## config.mk

```make
export PLATFORM = sky130hd
export DESIGN_NAME = stage_memory0_arb
export DESIGN_NICKNAME = d
export VERILOG_FILES = /design/src/rtl/stage_memory0_arb_pkg.sv /design/src/rtl/stage_memory0_arb_mem_arb_rr.sv /design/src/rtl/stage_memory0_arb.sv
export SDC_FILE = /design/constraint.sdc
export NUM_CORES = 1
export LEC_CHECK = 0
export BUFFER_PORTS_ARGS = -buffer_cell sky130_fd_sc_hd__buf_2
export CAP_MARGIN = 30
export CORE_AREA = 3 3 153 155
export CTS_BUF_LIST = sky130_fd_sc_hd__clkbuf_8
export CTS_CLUSTER_DIAMETER = 80
export DETAILED_ROUTE_END_ITERATION = 10
export DIE_AREA = 0 0 156 158
export SYNTH_ARGS = -nofsm -noshare
export SYNTH_HDL_FRONTEND = slang
export SYNTH_HIERARCHICAL = 1
export SYNTH_SLANG_ARGS = --single-unit
```

## constraint.sdc

```tcl
create_clock -name clk_core -period 1.4 [get_ports clk_core]
set_input_delay 0 -clock clk_core [delete_from_list [all_inputs] [get_ports clk_core]]
set_output_delay 0 -clock clk_core [all_outputs]
set_load 0.03 [all_outputs]
```

## src/rtl/stage_memory0_arb_pkg.sv

```systemverilog
// Shared types and constants for the memory-stage-0 slice: exception
// causes, access-width encodings and satp field positions.
package stage_memory0_arb_pkg;

  typedef enum logic [3:0] {
    ECAUSE_INST_MISALIGNED  = 4'd0,
    ECAUSE_INST_FAULT       = 4'd1,
    ECAUSE_ILLEGAL_INST     = 4'd2,
    ECAUSE_BREAKPOINT       = 4'd3,
    ECAUSE_LOAD_MISALIGNED  = 4'd4,
    ECAUSE_LOAD_FAULT       = 4'd5,
    ECAUSE_STORE_MISALIGNED = 4'd6,
    ECAUSE_STORE_FAULT      = 4'd7,
    ECAUSE_ECALL_U          = 4'd8,
    ECAUSE_ECALL_S          = 4'd9,
    ECAUSE_INST_PAGE_FAULT  = 4'd12,
    ECAUSE_LOAD_PAGE_FAULT  = 4'd13,
    ECAUSE_STORE_PAGE_FAULT = 4'd15
  } ecause_t;

  localparam logic [1:0] MEM_W_BYTE = 2'd0;
  localparam logic [1:0] MEM_W_HALF = 2'd1;
  localparam logic [1:0] MEM_W_WORD = 2'd2;

  localparam int SATP_MODE_BIT = 31;
  localparam int SATP_ASID_LSB = 22;

  // A half access must be 2-byte aligned, a word access 4-byte aligned.
  function automatic logic is_misaligned(input logic [1:0] width, input logic [1:0] addr_lo);
    return ((width == MEM_W_HALF) && addr_lo[0]) ||
           ((width == MEM_W_WORD) && (addr_lo != 2'b00));
  endfunction

endpackage

```

## src/rtl/stage_memory0_arb_mem_arb_rr.sv

```systemverilog
// Small N-way arbiter: fixed priority (lowest index) or round-robin, with a
// one-hot grant and its binary index. Grants complete in the cycle issued.
module mem_arb_rr
  import stage_memory0_arb_pkg::*;
#(
  parameter int N     = 2,
  parameter int MODE  = 0,
  parameter int IDX_W = (N > 1) ? $clog2(N) : 1
) (
  input  logic             clk_core,
  input  logic             reset,
  input  logic [N-1:0]     req,
  input  logic             advance,
  output logic [N-1:0]     gnt,
  output logic [IDX_W-1:0] idx
);

  logic [IDX_W-1:0] rr;
  logic             found;
  int               cand;

  // Search requesters starting at the pointer (round-robin) or at 0 (fixed).
  always_comb begin
    gnt   = '0;
    idx   = '0;
    found = 1'b0;
    cand  = 0;
    for (int k = 0; k < N; k++) begin
      cand = (MODE == 1) ? int'(rr) + k : k;
      if (cand >= N) cand = cand - N;
      if (!found && req[cand]) begin
        found     = 1'b1;
        gnt[cand] = 1'b1;
        idx       = IDX_W'(cand);
      end
    end
  end

  // Move the pointer just past the channel granted; hold it when idle.
  always_ff @(posedge clk_core) begin
    if (reset) begin
      rr <= '0;
    end else if (advance && found) begin
      rr <= (int'(idx) == N - 1) ? '0 : idx + IDX_W'(1);
    end
  end

endmodule

```

## src/rtl/stage_memory0_arb.sv

```systemverilog
// Memory stage 0: registers the execute-stage memory op, flags misaligned
// accesses, and shares the dcache request port between that op and the
// auxiliary read channels (aux always wins). A source tag tells memory1
// who owns the access.
module stage_memory0_arb
  import stage_memory0_arb_pkg::*;
#(
  parameter int NUM_AUX  = 2,
  parameter int ARB_MODE = 0,
  parameter int ASID_W   = 9,
  parameter int SRC_W    = $clog2(NUM_AUX + 1)
) (
  input  logic                  clk_core,
  input  logic                  reset,
  input  logic                  ex_valid,
  input  logic                  ex_exc,
  input  ecause_t               ex_exc_cause,
  input  logic [29:0]           ex_pc,
  input  logic [31:0]           ex_data0,
  input  logic [31:0]           ex_data1,
  input  logic                  ex_mem_read,
  input  logic                  ex_mem_write,
  input  logic                  ex_mem_extend,
  input  logic [1:0]            ex_mem_width,
  input  logic [4:0]            ex_wb_reg,
  output logic                  mem0_stall,
  input  logic [NUM_AUX-1:0]    aux_req,
  input  logic [NUM_AUX-1:0]    aux_trans,
  input  logic [NUM_AUX*30-1:0] aux_addr,
  output logic [NUM_AUX-1:0]    aux_gnt,
  input  logic                  csr_kill,
  input  logic [31:0]           csr_satp,
  output logic                  mem0_dc_read,
  output logic                  mem0_dc_trans,
  output logic [ASID_W-1:0]     mem0_dc_asid,
  output logic [29:0]           mem0_dc_addr,
  output logic [31:0]           mem0_fwd_data,
  input  logic                  mem1_stall,
  output logic                  mem0_valid,
  output logic                  mem0_exc,
  output ecause_t               mem0_exc_cause,
  output logic [29:0]           mem0_pc,
  output logic [SRC_W-1:0]      mem0_src,
  output logic                  mem0_read,
  output logic                  mem0_write,
  output logic                  mem0_extend,
  output logic [1:0]            mem0_width,
  output logic [31:0]           mem0_addr,
  output logic [31:0]           mem0_wdata,
  output logic [4:0]            mem0_wb_reg
);

  localparam int IDX_W = (NUM_AUX > 1) ? $clog2(NUM_AUX) : 1;

  logic              op_valid;
  logic              op_exc;
  logic              mis_exc;
  logic              load_en;
  logic              any_req;
  logic              any_gnt;
  logic              satp_mode;
  logic [ASID_W-1:0] satp_asid;
  logic [IDX_W-1:0]  gnt_idx;
  logic [29:0]       aux_sel_addr;
  logic              unused_satp;

  assign satp_mode    = csr_satp[SATP_MODE_BIT];
  assign satp_asid    = csr_satp[SATP_ASID_LSB +: ASID_W];
  assign unused_satp  = ^csr_satp;
  assign any_req      = |aux_req;
  assign any_gnt      = |aux_gnt;
  assign aux_sel_addr = aux_addr[30*int'(gnt_idx) +: 30];

  assign mis_exc = ex_valid & ~ex_exc & (ex_mem_read | ex_mem_write) &
                   is_misaligned(ex_mem_width, ex_data0[1:0]);

  assign mem0_stall = (op_valid | op_exc) & (mem1_stall | any_req);
  assign load_en    = ~mem0_stall | csr_kill;
  assign mem0_valid = ((op_valid & ~op_exc & ~mem0_stall) | any_gnt) & ~csr_kill;
  assign mem0_exc   = op_exc & ~any_gnt & ~csr_kill;

  mem_arb_rr #(
    .N    (NUM_AUX),
    .MODE (ARB_MODE),
    .IDX_W(IDX_W)
  ) u_arb (
    .clk_core(clk_core),
    .reset   (reset),
    .req     (aux_req),
    .advance (any_req),
    .gnt     (aux_gnt),
    .idx     (gnt_idx)
  );

  // Pipeline register: capture the execute op whenever not stalled or on a kill.
  always_ff @(posedge clk_core) begin
    if (reset) begin
      op_valid       <= 1'b0;
      op_exc         <= 1'b0;
      mem0_exc_cause <= ecause_t'(4'd0);
      mem0_pc        <= '0;
      mem0_fwd_data  <= '0;
      mem0_wdata     <= '0;
      mem0_read      <= 1'b0;
      mem0_write     <= 1'b0;
      mem0_extend    <= 1'b0;
      mem0_width     <= '0;
      mem0_wb_reg    <= '0;
    end else if (load_en) begin
      op_valid       <= ex_valid;
      op_exc         <= ex_exc | mis_exc;
      mem0_exc_cause <= mis_exc ? (ex_mem_write ? ECAUSE_STORE_MISALIGNED : ECAUSE_LOAD_MISALIGNED)
                                : ex_exc_cause;
      mem0_pc        <= ex_pc;
      mem0_fwd_data  <= ex_data0;
      mem0_wdata     <= ex_data1;
      mem0_read      <= ex_mem_read;
      mem0_write     <= ex_mem_write;
      mem0_extend    <= ex_mem_extend;
      mem0_width     <= ex_mem_width;
      mem0_wb_reg    <= ex_wb_reg;
    end
  end

  // Drive the dcache port from the winning aux channel, else the registered op.
  always_comb begin
    mem0_dc_read  = 1'b0;
    mem0_dc_trans = 1'b0;
    mem0_dc_asid  = '0;
    mem0_dc_addr  = '0;
    mem0_src      = '0;
    mem0_addr     = mem0_fwd_data;
    if (any_req) begin
      mem0_dc_read  = 1'b1;
      mem0_dc_trans = aux_trans[gnt_idx] & satp_mode;
      mem0_dc_asid  = satp_asid;
      mem0_dc_addr  = aux_sel_addr;
      mem0_src      = SRC_W'(gnt_idx) + SRC_W'(1);
      mem0_addr     = {aux_sel_addr, 2'b00};
    end else if (op_valid && !op_exc) begin
      mem0_dc_read  = ~mem0_stall;
      mem0_dc_trans = satp_mode;
      mem0_dc_asid  = satp_asid;
      mem0_dc_addr  = mem0_fwd_data[31:2];
    end
  end

endmodule

```

==> flow_metrics.env <==
export IMPL_nets=1400
export IMPL_p_leak_nw=4.82
export IMPL_cpMostUsedCell="buf_6"
export IMPL_worstPathCellList="nand2b_4 -> buf_6 -> or3_4 -> a21oi_2 -> buf_6"
export IMPL_power_mw=9.02
export IMPL_grt_overflow=0
export IMPL_wl_per_cell_microns=17.8
export IMPL_drive_gt1_frac=0.454
export IMPL_dr_first_iter_drc_count=349
export IMPL_crit_slowest_cell="dfxtp_2"
export IMPL_crit_fanout=3
export IMPL_die_w_microns=156
export IMPL_timing_final_ws_setup_ps=-210
export IMPL_synth_nets=897
export IMPL_reg_top3="mem0_fwd_data (32), mem0_wdata (32), mem0_pc (30)"
export IMPL_n_fill_cell=2123
export IMPL_post_route_period_util=1.15
export IMPL_drt_total_wl_mm=26.3
export IMPL_clk_pin_slew_ps=90
export IMPL_ios=398
export IMPL_crit_path_end_kind="primary output"
export IMPL_cts_tree="built"
export IMPL_clk_latency_ps=380
export IMPL_violations="negative setup slack"
export IMPL_cp_start_kind="flip-flop"
export IMPL_setup_viol=149
export IMPL_ys_seq_elements=110
export IMPL_ys_seq_area_frac=0.439
export IMPL_multi_input_area_sq_um=2870
export IMPL_worstPathRequired_ps=1400
export IMPL_crit_arrival_ps=1610
export IMPL_ant_nets=0
export IMPL_ir_drop_v=0.000586
export IMPL_area_growth_pct=95.8
export IMPL_gp_congestion=0.855
export IMPL_fp_dieArea_sq_um=24600
export IMPL_cts_root_buf="clkbuf_8"
export IMPL_grt_pass1_vias=6535
export IMPL_utilization=0.448
export IMPL_diodes=0
export IMPL_cts_made_buffers=9
export IMPL_dr_pass1_iters=4
export IMPL_antenna_found_initial=0
export IMPL_finalNonFillerCells=1475
export IMPL_drc=0
export IMPL_dp_slack_ps=-161
export IMPL_synthCells=687
export IMPL_ys_warnings_count=6
export IMPL_numPortBuffers=375
export IMPL_grt_usage=0.174
export IMPL_place_inst=1306
export IMPL_run_status="finished, violations left"
export IMPL_vias=6809
export IMPL_relSlewSlack=0.581
export IMPL_coreArea_sq_um=22000
export IMPL_syn_avg_cell_area_sq_um=7.31
export IMPL_die_h_microns=158
export IMPL_ys_types=26
export IMPL_rows=54
export IMPL_dpl_hpwl_mm=15.6
export IMPL_cts_sinks=110
export IMPL_power_per_cell_area_nw_per_um2=918
export IMPL_syn_area_sq_um=5020
export IMPL_rsz0062_at_grt="true"
export IMPL_fmax_mhz=621
export IMPL_critPathMaxStageDelay_ps=340
export IMPL_grt_pass1_wl_mm=34.3
export IMPL_vias_per_cell=4.62
export IMPL_period_minus_slack_ps=1610
export IMPL_worst_slew_pin_slew_ps=625
export IMPL_start_util=0.229
export IMPL_finClkSkew_ps=14.3
export IMPL_grt_max_degree=63
export IMPL_final_max_slew_viol_count=0
export IMPL_path_class="reg -> out"
export IMPL_register_area_sq_um=2200
export IMPL_hold_violations=0
export IMPL_max_cap_viol_count=0
export IMPL_clockBufferDepth=2
export IMPL_cts_max_level=3
export IMPL_hold_class="in -> reg"
==> path summary, 6_finish.rpt <==
kind	to	depth (start not counted)	startpoint	slack [ps]
worst max-delay path	mem0_valid	5	op_exc$_SDFFE_PP0P_	-210
worst min-delay path	op_valid$_SDFFE_PP0P_	5	mem1_stall	310
worst max register to register	mem0_pc[2]$_SDFFE_PP0P_	6	op_exc$_SDFFE_PP0P_	-140
worst min register to register	mem0_pc[14]$_SDFFE_PP0P_	2	mem0_pc[14]$_SDFFE_PP0P_	460
==> placed cells by master, fill, tap and decap left out, types with 2 or more instances in the layout <==
cell           instances
buf_12                16
a21oi_2               14
nor2_1                38
clkinv_2               3
dfxtp_1              108
nand3b_1               5
nand2_4               10
and2_1                 3
buf_8                  3
dfxtp_2                2
buf_2                331
buf_4                 28
and2_4                 9
nand2_1              203
nor2_4                 3
o21ai_1               17
or3_4                  5
mux2i_1               31
buf_6                 35
o21ai_0                5
a211oi_1               2
o21ai_2               14
buf_16                 4
clkbuf_16             14
clkbuf_8               9
a21oi_1              122
dlygate4sd3_1        112
nand2_2               29
==> per-stage QoR <==
step	cell area [sq um]	TNS (ps)	hold slack [ps]
final	9830	-13750	311
after global routing	9830	-22560	335
after CTS	8930	-6040	217
after detailed placement	7240	-161	248
after global placement	7240	-147	244
after floorplan	5020	0	110
==> layer usage <==
metal | share of wire | GRT usage | up-vias
met5 | 0 | 0 | -
met4 | 0.031 | 0.0673 | 0
met3 | 0.066 | 0.0399 | 50
met2 | 0.52 | 0.316 | 341
met1 | 0.38 | 0.199 | 3133
li1 | - | - | 3285
==> report_power, final <==
group          internal (mW)  switching, mW  leakage, nW
sequential              3.36          0.190        0.914
combinational           1.47           2.03         3.80
clock                  0.821           1.15        0.101
==> kinds of logic (layout without fill, tap and decap cells) <==
| family | after synthesis | in the layout | share of synthesized area |
|---|---|---|---|
| buffers and inverters | 56 | 561 | 0.0665 |
| AO/OA/AOI/OAI | 178 | 178 | 0.181 |
| multiplexers | 31 | 31 | 0.0618 |
| AND/OR/NAND/NOR | 312 | 315 | 0.252 |
| flip-flops | 110 | 110 | 0.439 |
==> Yosys cell counts (all sizes together) <==
library cell,number,share of area
a311oi,1,0.0030
o31ai,1,0.0015
o21ai,36,0.036
mux2i,31,0.062
and2,12,0.015
nand2b,2,0.0025
or3,2,0.0025
nor2,42,0.033
a211oi,2,0.0030
buf,35,0.051
a21oi,137,0.14
clkbuf,20,0.015
nor2b,2,0.0040
dfxtp,110,0.44
inv,1,0.00075
nand3,1,0.0010
nand2,243,0.18
nand3b,5,0.0075
o21a,1,0.0015
nor3,2,0.0030
nor4b,1,0.0017
==> layout make-up <==
cell class	instances	area share
Timing Repair Buffer	544	0.429
Inverter	1	0.000382
Clock inverter	7	0.00662
Sequential cell	110	0.224
Clock buffer	9	0.0126
Tap cell	280	0.0356
Multi-Input combinational cell	524	0.292
==> worst max-delay path, delay by kind of cell, from the launching register on <==
| family | cells | cell delay, ps |
|---|---|---|
| flops | 1 | 340 |
| buf+inv | 2 | 270 |
| compound gates | 1 | 160 |
| simple gates | 2 | 480 |
==> what timing repair did <==
item / CTS / global route
pin swaps: 24 / 18
hold buffers: 112 / 0
endpoints found under the hold margin: 110 / 0
cloned: 2 / 25
buffers inserted: 3 / 11
endpoints found under the setup margin: 41 / 149
gates resized for setup: 131 / 85
No activity file was read; power rests on OpenSTA's default activity.
